**config.mk**
```make
export PLATFORM = sky130hd
export DESIGN_NAME = eth_rx_fifo
export DESIGN_NICKNAME = d
export VERILOG_FILES = /design/src/rtl/eth_rx_fifo.sv
export SDC_FILE = /design/constraint.sdc
export NUM_CORES = 1
export LEC_CHECK = 0
export ABC_AREA = 0
export BUFFER_PORTS_ARGS = -buffer_cell sky130_fd_sc_hd__buf_2
export CAP_MARGIN = 20
export CORE_MARGIN = 4
export CORE_UTILIZATION = 47
export CTS_CLUSTER_DIAMETER = 30
export CTS_CLUSTER_SIZE = 40
export DETAILED_ROUTE_END_ITERATION = 12
export PLACE_DENSITY_LB_ADDON = 0.25
export SLEW_MARGIN = 0
export SYNTH_ARGS = -nofsm -noshare
export SYNTH_HDL_FRONTEND = slang
export SYNTH_SLANG_ARGS = --single-unit
```
**constraint.sdc**
```tcl
create_clock -name clk -period 2.9 [get_ports clk]
set_input_delay 0.145 -clock clk [delete_from_list [all_inputs] [get_ports clk]]
set_output_delay 0.145 -clock clk [all_outputs]
set_load 0.01 [all_outputs]
```
**src/rtl/eth_rx_fifo.sv**
```systemverilog
// Byte-wide show-ahead receive FIFO behind the Ethernet packet processor, with sticky overflow/underflow flags.
// Optional almost_full output is enabled by defining ETH_RX_FIFO_ALMOST_FULL_EN.
module eth_rx_fifo #(
  parameter int DEPTH = 8
`ifdef ETH_RX_FIFO_ALMOST_FULL_EN
  ,
  parameter int AF_LEVEL = DEPTH - 2
`endif
  ,
  localparam int AW = $clog2(DEPTH)
) (
  input  logic          clk,
  input  logic          n_rst,
  input  logic          w_enable,
  input  logic [7:0]    E_Data,
  output logic          FULL,
  input  logic          r_enable,
  output logic [7:0]    r_data,
  output logic          EMPTY,
  output logic [AW:0]   count,
  output logic          overflow,
  output logic          underflow,
  input  logic          clr_err
`ifdef ETH_RX_FIFO_ALMOST_FULL_EN
  ,
  output logic          almost_full
`endif
);

  localparam logic [AW:0] FULL_CNT = (AW + 1)'(DEPTH);
  localparam logic [AW:0] ONE_CNT  = (AW + 1)'(1);
  localparam logic [AW:0] ZERO_CNT = (AW + 1)'(0);

  logic [7:0]    r_mem [DEPTH];
  logic [AW-1:0] r_wptr;
  logic [AW-1:0] r_rptr;
  logic [AW:0]   r_count;
  logic          r_full;
  logic          r_empty;
  logic          r_ovf;
  logic          r_unf;

  logic          w_wr_acc;
  logic          w_rd_acc;
  logic [AW:0]   w_count_nxt;
  logic          w_ovf_nxt;
  logic          w_unf_nxt;

  // Acceptance uses the registered flags, so a full FIFO rejects a write even when a pop happens alongside it.
  assign w_wr_acc = w_enable & ~r_full;
  assign w_rd_acc = r_enable & ~r_empty;

  always_comb begin
    w_count_nxt = r_count;
    case ({w_wr_acc, w_rd_acc})
      2'b10:   w_count_nxt = r_count + ONE_CNT;
      2'b01:   w_count_nxt = r_count - ONE_CNT;
      default: w_count_nxt = r_count;
    endcase
  end

  // A fresh error wins over a simultaneous clear.
  always_comb begin
    w_ovf_nxt = r_ovf;
    if (w_enable && r_full) begin
      w_ovf_nxt = 1'b1;
    end else if (clr_err) begin
      w_ovf_nxt = 1'b0;
    end else begin
      w_ovf_nxt = r_ovf;
    end
  end

  always_comb begin
    w_unf_nxt = r_unf;
    if (r_enable && r_empty) begin
      w_unf_nxt = 1'b1;
    end else if (clr_err) begin
      w_unf_nxt = 1'b0;
    end else begin
      w_unf_nxt = r_unf;
    end
  end

  always_ff @(posedge clk) begin
    if (n_rst) begin
      r_wptr  <= '0;
      r_rptr  <= '0;
      r_count <= ZERO_CNT;
      r_full  <= 1'b0;
      r_empty <= 1'b1;
      r_ovf   <= 1'b0;
      r_unf   <= 1'b0;
    end else begin
      if (w_wr_acc) begin
        r_wptr <= r_wptr + 1'b1;
      end
      if (w_rd_acc) begin
        r_rptr <= r_rptr + 1'b1;
      end
      r_count <= w_count_nxt;
      r_full  <= (w_count_nxt == FULL_CNT);
      r_empty <= (w_count_nxt == ZERO_CNT);
      r_ovf   <= w_ovf_nxt;
      r_unf   <= w_unf_nxt;
    end
  end

  // Storage is deliberately left uninitialised by reset.
  always_ff @(posedge clk) begin
    if (!n_rst && w_wr_acc) begin
      r_mem[r_wptr] <= E_Data;
    end
  end

  assign r_data    = r_mem[r_rptr];
  assign FULL      = r_full;
  assign EMPTY     = r_empty;
  assign count     = r_count;
  assign overflow  = r_ovf;
  assign underflow = r_unf;

`ifdef ETH_RX_FIFO_ALMOST_FULL_EN
  localparam logic [AW:0] AF_CNT = (AW + 1)'(AF_LEVEL);
  logic r_af;

  always_ff @(posedge clk) begin
    if (n_rst) begin
      r_af <= 1'b0;
    end else begin
      r_af <= (w_count_nxt >= AF_CNT);
    end
  end

  assign almost_full = r_af;
`endif

endmodule

```
; Word-level counts from Yosys, hierarchy flattened
; Memories as Yosys holds them, arrays and structs flattened. A register that Yosys moved wholly into a read port is not among the register bits.
; Index checks and enable logic that the tools add are counted.
[totals]
word_cells = 34
ff_bits = 14
n_memories = 1
output_inout_bits = 16
latch_bits = 0
input_bits = 13
romBits = 0
ram_bits = 64
[classes]
mul = 0
reduce_logical = 7
addsub = 4
eq_ne = 3
order_cmp = 0
shifts = 0
bitwise_logic = 4
mux = 8
div_mod_pow = 0
[mem_list]
columns = name, depth, word_bits, read_ports, rd_clocked_by_memory_dff, write_ports, line
row1 = r_mem, 8, 8, 1, 1, 1, 34  ; logic [7:0] r_mem [DEPTH];
[op_table]
columns = op, count
row1 = 4-bit one-hot mux with 2 select lines, 1
row2 = "3-bit by 1-bit adder with 3-bit output, second input constant", 2
row3 = 3-bit 2-to-1 mux, 2
row4 = 1-bit 2-to-1 mux, 5
row5 = "4-bit by 1-bit adder with 4-bit output, second input constant", 1
row6 = "4-bit == test, second input constant", 1
row7 = 4-bit logical NOT, 1
row8 = 2-bit nonzero test, 2
row9 = "4-bit by 1-bit subtractor with 4-bit output, second input constant", 1
row10 = 1-bit logical AND, 3
row11 = 1-bit bitwise AND, 2
row12 = "2-bit by 1-bit == test with 1-bit output, second input constant", 1
row13 = "2-bit == test, second input constant", 1
row14 = 1-bit NOT, 2
row15 = 1-bit logical NOT, 1

; Depth between registers and ports, before layout
; Gate-level depths: netlist of the first run.
[logic_depth]
depth_word = 5
depth_mapped = 11
mapped_depth_nobuf = 10

; Least setup slack after synthesis of the first run
; OpenSTA, ideal clock, no wires.
[synth_path]
path_kind = reg-to-reg
start = reg r_full (netlist: FULL)
end = reg r_full (netlist: FULL)
setup_ps = 91
n_path_buf = 1
path_stages_with_launch = 12
slack_ps = 740
synth_period_minus_slack_ps = 2160
t_required_ps = 2809
arrival_time_ps = 2069
path_cell_list = dfxtp_1 > nor2b_1 > clkbuf_1 > inv_1 > ha_1 > xor2_1 > ha_1 > a21oi_1 > xor2_1 > nor2_1 > xnor2_1 > nor4bb_1
[synth_between]
elab_chain_len = 5
word_cells_on_any_way = 6
cone_classes = eq/ne (3) / mux (1) / bitwise (2)
[synth_lines]
columns = item, line
row1 = "start, declared", 38  ; logic r_full;
row2 = "start signal, assigned", 102  ; r_full <= (w_count_nxt == FULL_CNT);
row3 = 1-bit NOT (*), 50  ; assign w_wr_acc = w_enable & ~r_full;
row4 = 1-bit bitwise AND (*), 50
row5 = 2-bit by 1-bit == test with 1-bit output or 2-bit == test (tied branches), 55  ; case ({w_wr_acc, w_rd_acc})
row6 = 4-bit one-hot mux with 2 select lines (*), 55
row7 = 4-bit == test (*), 102
; Every way passes the cells marked *; elsewhere a longest branch is shown, timed or not.
; A chain may end at the register's enable or synchronous reset.

; Worst setup path after layout of the first run
; Ends and elaborated chain as after synthesis.

==> results of run 1 <==
==> Yosys cell counts, drive strengths merged (4+ instances only) <==
master  count
nor2b       4
buf         4
ha          5
edfxtp     64
xor2        4
nand2b      4
clkbuf      4
nor2       15
xnor2       4
mux2        8
dfxtp      17
mux4       16
==> per-layer routing <==
metal,share of wire,routed length (um),vias up,GRT usage
li1,-,-,778,-
met1,0.43,2450,840,0.193
met2,0.50,2810,52,0.240
met3,0.050,281,8,0.0273
met4,0.018,99,0,0.0754
met5,0,0,-,0
==> how the worst max path moves through the flow <==
| stage | startpoint | endpoint | slack, ns |
|---|---|---|---|
| 2_1_floorplan | FULL$_SDFF_PP0_ | FULL$_SDFF_PP0_ | 0.74 |
| 4_1_cts | FULL$_SDFF_PP0_ | FULL$_SDFF_PP0_ | 0.38 |
| 3_5_place_dp | FULL$_SDFF_PP0_ | FULL$_SDFF_PP0_ | 0.40 |
| 5_1_grt | FULL$_SDFF_PP0_ | FULL$_SDFF_PP0_ | 0.19 |
| 3_3_place_gp | FULL$_SDFF_PP0_ | FULL$_SDFF_PP0_ | 0.57 |
| 6_report | FULL$_SDFF_PP0_ | FULL$_SDFF_PP0_ | 0.40 |
==> stage by stage <==
stage                     utilization  setup WS, ns
after global placement          0.519         0.572
final                           0.548         0.404
after detailed placement        0.519         0.405
after floorplan                     -         0.740
after global routing            0.548         0.187
after CTS                       0.548         0.380
==> report_power, final <==
group | internal, mW | switching, mW | total [mW]
clock network | 0.395 | 0.396 | 0.791
logic | 0.203 | 0.191 | 0.393
registers | 1.31 | 0.0488 | 1.36
total | 1.90 | 0.636 | 2.54
==> kinds of logic after synthesis <==
| kind of cell | after synthesis | synth area share |
|---|---|---|
| AO/OA/AOI/OAI | 8 | 0.0193 |
| adder cells (fa/ha/maj) | 5 | 0.0193 |
| multiplexers | 27 | 0.165 |
| AND/OR/NAND/NOR | 37 | 0.0609 |
| XOR/XNOR | 8 | 0.0216 |
| flip-flops | 81 | 0.697 |
| buffers and inverters | 10 | 0.0166 |
==> worst max-delay path, delay by kind of cell, from the launching register on <==
kind | cells | cell delay (ns)
AND/OR/NAND/NOR | 3 | 0.70
XOR/XNOR | 3 | 0.59
adder cells (fa/ha/maj) | 2 | 0.49
AO/OA/AOI/OAI | 1 | 0.17
buffers and inverters | 1 | 0.12
flip-flops | 1 | 0.34
==> sequential cells by signal, indices dropped and copies added (netlist names), named ones only <==
register and count:
count 4, FULL 1, EMPTY 1, underflow 1, r_wptr 3, r_mem 64
r_rptr 3, overflow 1
==> area by class of cell <==
| cell class | count | area (um2) | share of cell area |
|---|---|---|---|
| inverter | 2 | 7.51 | 0.00203 |
| multi-input combinational | 85 | 930 | 0.251 |
| timing repair buffer | 37 | 208 | 0.0561 |
| clock inverter | 7 | 71.3 | 0.0193 |
| sequential | 81 | 2260 | 0.611 |
| clock buffer | 9 | 124 | 0.0335 |
| tap | 80 | 100 | 0.0270 |
==> results.sh, run 1 <==
export IMPL_status="complete, no violations"
export IMPL_hold_buffers=0
export IMPL_postRouteAntennaNets=0
export IMPL_synth_area_um2=3250
export IMPL_num_vias=1678
export IMPL_worst_slew_pin_slew_ns=0.746
export IMPL_hold_viol=0
export IMPL_grt_max_degree=22
export IMPL_path_cells="nor2b_1 > inv_1 > ha_1 > xor2_1 > ha_1 > a21oi_1 > xor2_1 > nor2_1 > xnor2_1 > nor4bb_1"
export IMPL_synth_edf_count=64
export IMPL_ys_dominant_reg_cell="edfxtp_1"
export IMPL_critical_path_class="reg2reg"
export IMPL_synth_nets=194
export IMPL_grt_pass1_wl_mm=9.20
export IMPL_ys_top_cells_by_area="edfxtp_1 59%, mux4_1 12%, dfxtp_1 10%"
export IMPL_yosysSeqAreaShare=0.697
export IMPL_finalMaxSlewViolations=0
export IMPL_cts_root_buf="clkbuf_8"
export IMPL_antenna_found_initial=0
export IMPL_critPathMaxStageDelay_ns=0.38
export IMPL_min_path_cells=1
export IMPL_ys_warn_count=0
export IMPL_cts_tree="built"
export IMPL_placed_cell_area_um2=3510
export IMPL_clk_latency_ns=0.35
export IMPL_fmaxAchievable_mhz=401
export IMPL_crit_required_ns=3.15
export IMPL_portBuffers=28
export IMPL_hp_start="E_Data[3]"
export IMPL_relSlewSlack=0.502
export IMPL_nets=234
export IMPL_total_power_mw=2.54
export IMPL_maxCapViolCount=0
export IMPL_via_per_inst=5.57
export IMPL_wire_per_inst_um=18.7
export IMPL_gp_congestion=0.756
export IMPL_vdd_ir_drop_max_v=0.000329
export IMPL_wirelength_mm=5.64
export IMPL_clock_sinks=81
export IMPL_async_flop_share=0
export IMPL_fillers=536
export IMPL_place_hpwl_mm=3.55
export IMPL_worstPathArrival_ns=2.75
export IMPL_n_antenna_cell=0
export IMPL_leakage_nw=1.32
export IMPL_yosysTopAreaCellShare=0.592
export IMPL_start_kind="register"
export IMPL_fin_cells=301
export IMPL_ctsResizeCount=0
export IMPL_clockBufferDepth=2
export IMPL_mostFrequentLayoutCells="64 x edfxtp_1, 28 x buf_2, 17 x dfxtp_1, 15 x mux4_1, 15 x nor2_1"
export IMPL_layout_commonest_cell="edfxtp_1"
export IMPL_overflow=0
export IMPL_die_x_um=91.1
export IMPL_io_pins=29
export IMPL_finalInstanceArea_um2=3700
export IMPL_synth_seq_cells=81
export IMPL_whs_endpoint="r_mem[0][3]$_DFFE_PP_"
export IMPL_core_area_um2=6760
export IMPL_r2r_end="FULL$_SDFF_PP0_"
export IMPL_postCtsSetupBuffers=0
export IMPL_rrSetupSlack_ns=0.40
export IMPL_slowest_stage="nor2b_1"
export IMPL_track_usage=0.149
export IMPL_dp_cells=285
export IMPL_area_growth_pct=14.1
export IMPL_setup_viol=0
export IMPL_finalCriticalPeriod_ns=2.50
export IMPL_timing_hold_ws_ns=0.0655
export IMPL_end_kind="register"
export IMPL_path_max_fanout=6
export IMPL_die_area_um2=8300
export IMPL_skew_ns=0.00959
export IMPL_reg2reg_depth=10
export IMPL_ys_types=32
export IMPL_grt_pass1_vias=1749
export IMPL_drt_iter0_drc=74
export IMPL_start_util=0.480
export IMPL_rsz0062_at_grt="no"
export IMPL_synthesis_instances=176
export IMPL_tns_ns=0
export IMPL_clkSlewWorstSetupHoldPaths_ns=0.08
export IMPL_power_density_nw_per_um2=686
export IMPL_hold_path_class="in2reg"
export IMPL_drc=0
export IMPL_rows=30
export IMPL_dr_pass1_iters=4
export IMPL_numCtsBuffers=9
export IMPL_timing_final_crit_share=0.861
export IMPL_dieHeight_um=91.1
export IMPL_htree_levels=3
export IMPL_synth_area_leader_cell="edfxtp_1"
export IMPL_drive_above_1_share=0.290
export IMPL_rr_startpoint="FULL$_SDFF_PP0_"
export IMPL_avgSynthCellArea_um2=18.4
No activity file was read; power rests on OpenSTA's default activity.
==> run 2, diff against run 1 <==
CORE_UTILIZATION = 58   (was 47)
HOLD_SLACK_MARGIN = 0.06   (was not set)
RECOVER_POWER = 100   (was not set)
==> results.sh, run 2 (synthesis results as in run 1) <==
export IMPL_status="complete, no violations"
export IMPL_fin_cells=290
export IMPL_drive_above_1_share=0.141
export IMPL_clock_sinks=81
export IMPL_worst_slew_pin_slew_ns=0.852
export IMPL_critical_path_class="reg2reg"
export IMPL_clk_latency_ns=0.34
export IMPL_mostFrequentLayoutCells="64 x edfxtp_1, 31 x clkbuf_1, 17 x dfxtp_1, 15 x mux4_1, 15 x nor2_1"
export IMPL_finalInstanceArea_um2=3640
export IMPL_num_vias=1674
export IMPL_final_seq_area_um2=2260
export IMPL_cts_root_buf="clkbuf_8"
export IMPL_tns_ns=0
export IMPL_numCtsBuffers=9
export IMPL_die_x_um=82.8
export IMPL_dp_slack_ns=0.478
export IMPL_wirelength_mm=5.75
export IMPL_rsz0062_at_grt="no"
export IMPL_placed_cell_area_um2=3490
export IMPL_fin_ws_ns=0.446
export IMPL_layout_commonest_cell="edfxtp_1"
export IMPL_htree_levels=3
export IMPL_postCtsSetupBuffers=0
export IMPL_ctsResizeCount=0
export IMPL_crit_required_ns=3.15
export IMPL_power_density_nw_per_um2=720
export IMPL_postRouteAntennaNets=0
export IMPL_path_max_fanout=6
export IMPL_worstPathArrival_ns=2.70
export IMPL_start_kind="register"
export IMPL_vdd_ir_drop_max_v=0.000495
export IMPL_clockBufferDepth=2
export IMPL_relSlewSlack=0.430
export IMPL_dr_pass1_iters=4
export IMPL_maxCapViolCount=0
export IMPL_place_hpwl_mm=3.69
export IMPL_finalCriticalPeriod_ns=2.45
export IMPL_drc=0
export IMPL_start_util=0.616
export IMPL_fmaxAchievable_mhz=408
export IMPL_largest_register_ffs=64
export IMPL_cts_tree="built"
export IMPL_io_pins=29
export IMPL_setup_viol=0
export IMPL_slowest_stage="nor2b_1"
export IMPL_utilization=0.691
export IMPL_hold_path_class="in2reg"
export IMPL_portBuffers=28
export IMPL_hold_viol=0
export IMPL_skew_ns=0.0115
export IMPL_area_growth_pct=12.3
export IMPL_grt_max_degree=22
export IMPL_via_per_inst=5.77
export IMPL_rows=26
export IMPL_die_area_um2=6860
export IMPL_finalMaxSlewViolations=0
export IMPL_wire_per_inst_um=19.8
export IMPL_end_kind="register"
export IMPL_timing_final_crit_share=0.846
export IMPL_grt_pass1_wl_mm=9.17
export IMPL_grt_pass1_vias=1800
export IMPL_track_usage=0.176
export IMPL_dieHeight_um=82.8
export IMPL_critPathMaxStageDelay_ns=0.38
export IMPL_antenna_found_initial=0
export IMPL_nets=233
export IMPL_overflow=0
export IMPL_total_power_mw=2.62
export IMPL_path_cells="nor2b_1 > inv_1 > ha_1 > xor2_1 > ha_1 > a21oi_1 > xor2_1 > nor2_1 > xnor2_1 > nor4bb_1"
export IMPL_hold_buffers=0
export IMPL_multi_input_area_um2=922
export IMPL_drt_iter0_drc=81
export IMPL_core_area_um2=5270
export IMPL_timing_hold_ws_ns=0.0976
export IMPL_n_antenna_cell=0
export IMPL_clkSlewWorstSetupHoldPaths_ns=0.07
export IMPL_fillers=366
export IMPL_dp_cells=274
export IMPL_leakage_nw=1.22
export IMPL_gp_congestion=0.771
export IMPL_top_register="r_mem"
## run 2: changes by cell type in the layout (fill, tap and decap cells not counted), sizes merged
| cell | delta |
|---|---|
| clkinv | -2 |
| buf | -32 |
| clkinvlp | -1 |
| clkbuf | +33 |
| bufinv | +1 |
## run 2: where the power goes
group          internal [mW]  leakage, nW  total [mW]  switching [mW]
Combinational          0.183        0.398       0.371           0.188
Sequential              1.31        0.717        1.37          0.0603
Clock                  0.507        0.106       0.885           0.378
## run 2: worst paths after layout
| check | start | end | slack, ns | depth (start not counted) |
|---|---|---|---|---|
| worst max-delay path | FULL$_SDFF_PP0_ | FULL$_SDFF_PP0_ | 0.45 | 10 |
| worst min-delay path | r_enable | underflow$_SDFFE_PP0P_ | 0.1 | 3 |
| worst max register to register | FULL$_SDFF_PP0_ | FULL$_SDFF_PP0_ | 0.45 | 10 |
| worst min register to register | underflow$_SDFFE_PP0P_ | underflow$_SDFFE_PP0P_ | 0.53 | 2 |
## run 2: layer usage
layer,global-route usage,wire (um),vias up
li1,-,-,775
met1,0.211,2230,829
met2,0.300,2960,58
met3,0.0505,444,12
met4,0.0713,116,0
met5,0,0,-
## run 2: critical path, delay by kind of cell (launching register included)
family	cells	cell delay (ns)
AO/OA/AOI/OAI	1	0.15
XOR/XNOR	3	0.60
adder cells (fa/ha/maj)	2	0.48
buffers and inverters	1	0.13
flip-flops	1	0.33
AND/OR/NAND/NOR	3	0.67
## run 2: area by class of cell
type                       count  area share
multi-input combinational     85       0.253
timing repair buffer          36      0.0391
inverter                       2     0.00206
clock buffer                  11      0.0388
tap                           70      0.0240
clock inverter                 5      0.0220
sequential                    81       0.621
==> run 3, diff against run 2 <==
clock period = 2.5 ns   (was 2.9 ns; I/O delays follow)
==> results.sh, run 3 (synthesis results as in run 1) <==
export IMPL_status="complete, no violations"
export IMPL_clkSlewWorstSetupHoldPaths_ns=0.08
export IMPL_postRouteAntennaNets=0
export IMPL_dr_pass1_iters=4
export IMPL_timing_final_crit_share=0.915
export IMPL_critical_path_class="in2reg"
export IMPL_layout_commonest_cell="edfxtp_1"
export IMPL_area_growth_pct=14.3
export IMPL_top_register="r_mem"
export IMPL_path_cells="dlygate4sd3_1 > clkbuf_1 > nor2b_1 > inv_1 > ha_1 > xor2_1 > ha_1 > a21oi_1 > xor2_1 > nor2_1 > xnor2_1 > nor4bb_1"
export IMPL_clockBufferDepth=2
export IMPL_skew_ns=0.00827
export IMPL_place_hpwl_mm=3.55
export IMPL_finalMaxSlewViolations=0
export IMPL_mostFrequentLayoutCells="64 x edfxtp_1, 37 x clkbuf_1, 17 x dfxtp_1, 15 x mux4_1, 15 x nor2_1"
export IMPL_path_max_fanout=4
export IMPL_rows=26
export IMPL_slowest_stage="dlygate4sd3_1"
export IMPL_antenna_found_initial=0
export IMPL_n_antenna_cell=0
export IMPL_htree_levels=3
export IMPL_gp_congestion=0.798
export IMPL_utilization=0.704
export IMPL_core_area_um2=5270
export IMPL_die_area_um2=6860
export IMPL_io_pins=29
export IMPL_wire_per_inst_um=18.7
export IMPL_cp_num_buf_inv=3
export IMPL_critPathTopFamily="buffers and inverters"
export IMPL_leakage_nw=1.24
export IMPL_track_usage=0.174
export IMPL_hold_viol=0
export IMPL_power_density_nw_per_um2=789
export IMPL_critPathMaxStageDelay_ns=0.52
export IMPL_hold_path_class="in2reg"
export IMPL_crit_required_ns=2.75
export IMPL_wirelength_mm=5.65
export IMPL_nets=245
export IMPL_cts_root_buf="clkbuf_8"
export IMPL_die_x_um=82.8
export IMPL_clk_latency_ns=0.34
export IMPL_grt_pass1_wl_mm=8.98
export IMPL_grt_max_degree=22
export IMPL_end_kind="register"
export IMPL_start_kind="input pin"
export IMPL_worst_slew_pin_slew_ns=0.690
export IMPL_setup_viol=0
export IMPL_drive_above_1_share=0.116
export IMPL_overflow=0
export IMPL_num_vias=1711
export IMPL_drt_iter0_drc=74
export IMPL_relSlewSlack=0.539
export IMPL_start_util=0.616
export IMPL_finalCriticalPeriod_ns=2.29
export IMPL_portBuffers=28
export IMPL_numCtsBuffers=9
export IMPL_dieHeight_um=82.8
export IMPL_largest_register_ffs=64
export IMPL_grt_pass1_vias=1784
export IMPL_rsz0062_at_grt="no"
export IMPL_via_per_inst=5.67
export IMPL_tns_ns=0
export IMPL_maxCapViolCount=0
export IMPL_clock_sinks=81
export IMPL_worstPathArrival_ns=2.54
export IMPL_drc=0
export IMPL_postCtsSetupBuffers=0
export IMPL_vdd_ir_drop_max_v=0.000538
export IMPL_cts_tree="built"
export IMPL_fmaxAchievable_mhz=437
==> run 3: cell types whose count changed in the layout (fill, tap and decap cells not counted) <==
| cell | previous run | this run |
|---|---|---|
| dlygate4sd3_1 | 0 | 9 |
| clkbuf_1 | 31 | 37 |
| buf_2 | 5 | 3 |
| buf_4 | 0 | 1 |
| bufinv_16 | 2 | 1 |
| clkbuf_2 | 1 | 0 |
| clkbuf_8 | 10 | 9 |
| clkinv_1 | 0 | 1 |
| clkinv_2 | 1 | 0 |
| clkinvlp_4 | 2 | 3 |
==> run 3: repair_timing <==
action / 4_1_cts / 5_1_grt
hold buffers: 9 / 0
resized for setup: 0 / 0
hold endpoints to repair: 58 / 0
==> run 3: metrics by stage <==
stage	hold slack [ns]	cell area (um2)	setup WS, ns	power (mW)	instances
3_5_place_dp	0.397	3510	0.379	2.07	277
4_1_cts	0.0746	3790	0.270	2.97	302
3_3_place_gp	0.378	3510	0.480	2.04	277
2_1_floorplan	0.201	3250	0.340	1.93	176
6_report	0.136	3710	0.212	2.93	302
5_1_grt	0.141	3710	0.0864	3.06	302
==> run 3: routing by layer <==
layer  share of wire  vias to the layer above  track usage
met5               0                        -            0
met4           0.010                        0       0.0669
met3           0.043                        7       0.0515
met2            0.53                       45        0.292
met1            0.41                      858        0.212
li1                -                      801            -
==> run 3: path summary, 6_finish.rpt <==
kind	startpoint	to	slack (ns)	cells after the start
max	w_enable	FULL$_SDFF_PP0_	0.21	12
min	clr_err	underflow$_SDFFE_PP0P_	0.14	4
max reg2reg	FULL$_SDFF_PP0_	FULL$_SDFF_PP0_	0.33	10
min reg2reg	underflow$_SDFFE_PP0P_	underflow$_SDFFE_PP0P_	0.51	2
==> run 3: worst min-delay path, stage by stage <==
cell     delay, ns
buf_2         0.10
inv_1         0.07
a22oi_1       0.07
nor2_1        0.08
==> run 3: layout make-up <==
class / count / area (um2)
clock buffers: 11 / 131
clock inverters: 5 / 56.3
fillers: 375 / 1560
inverters: 2 / 7.51
multi-input cells: 85 / 922
flip-flops and latches: 81 / 2260
well taps: 70 / 87.6
repair buffers: 48 / 244
==> run 3: report_power, final <==
part           internal [mW]  switching [mW]
clock network          0.459           0.444
logic                  0.225           0.226
registers               1.52          0.0575
total                   2.20           0.728
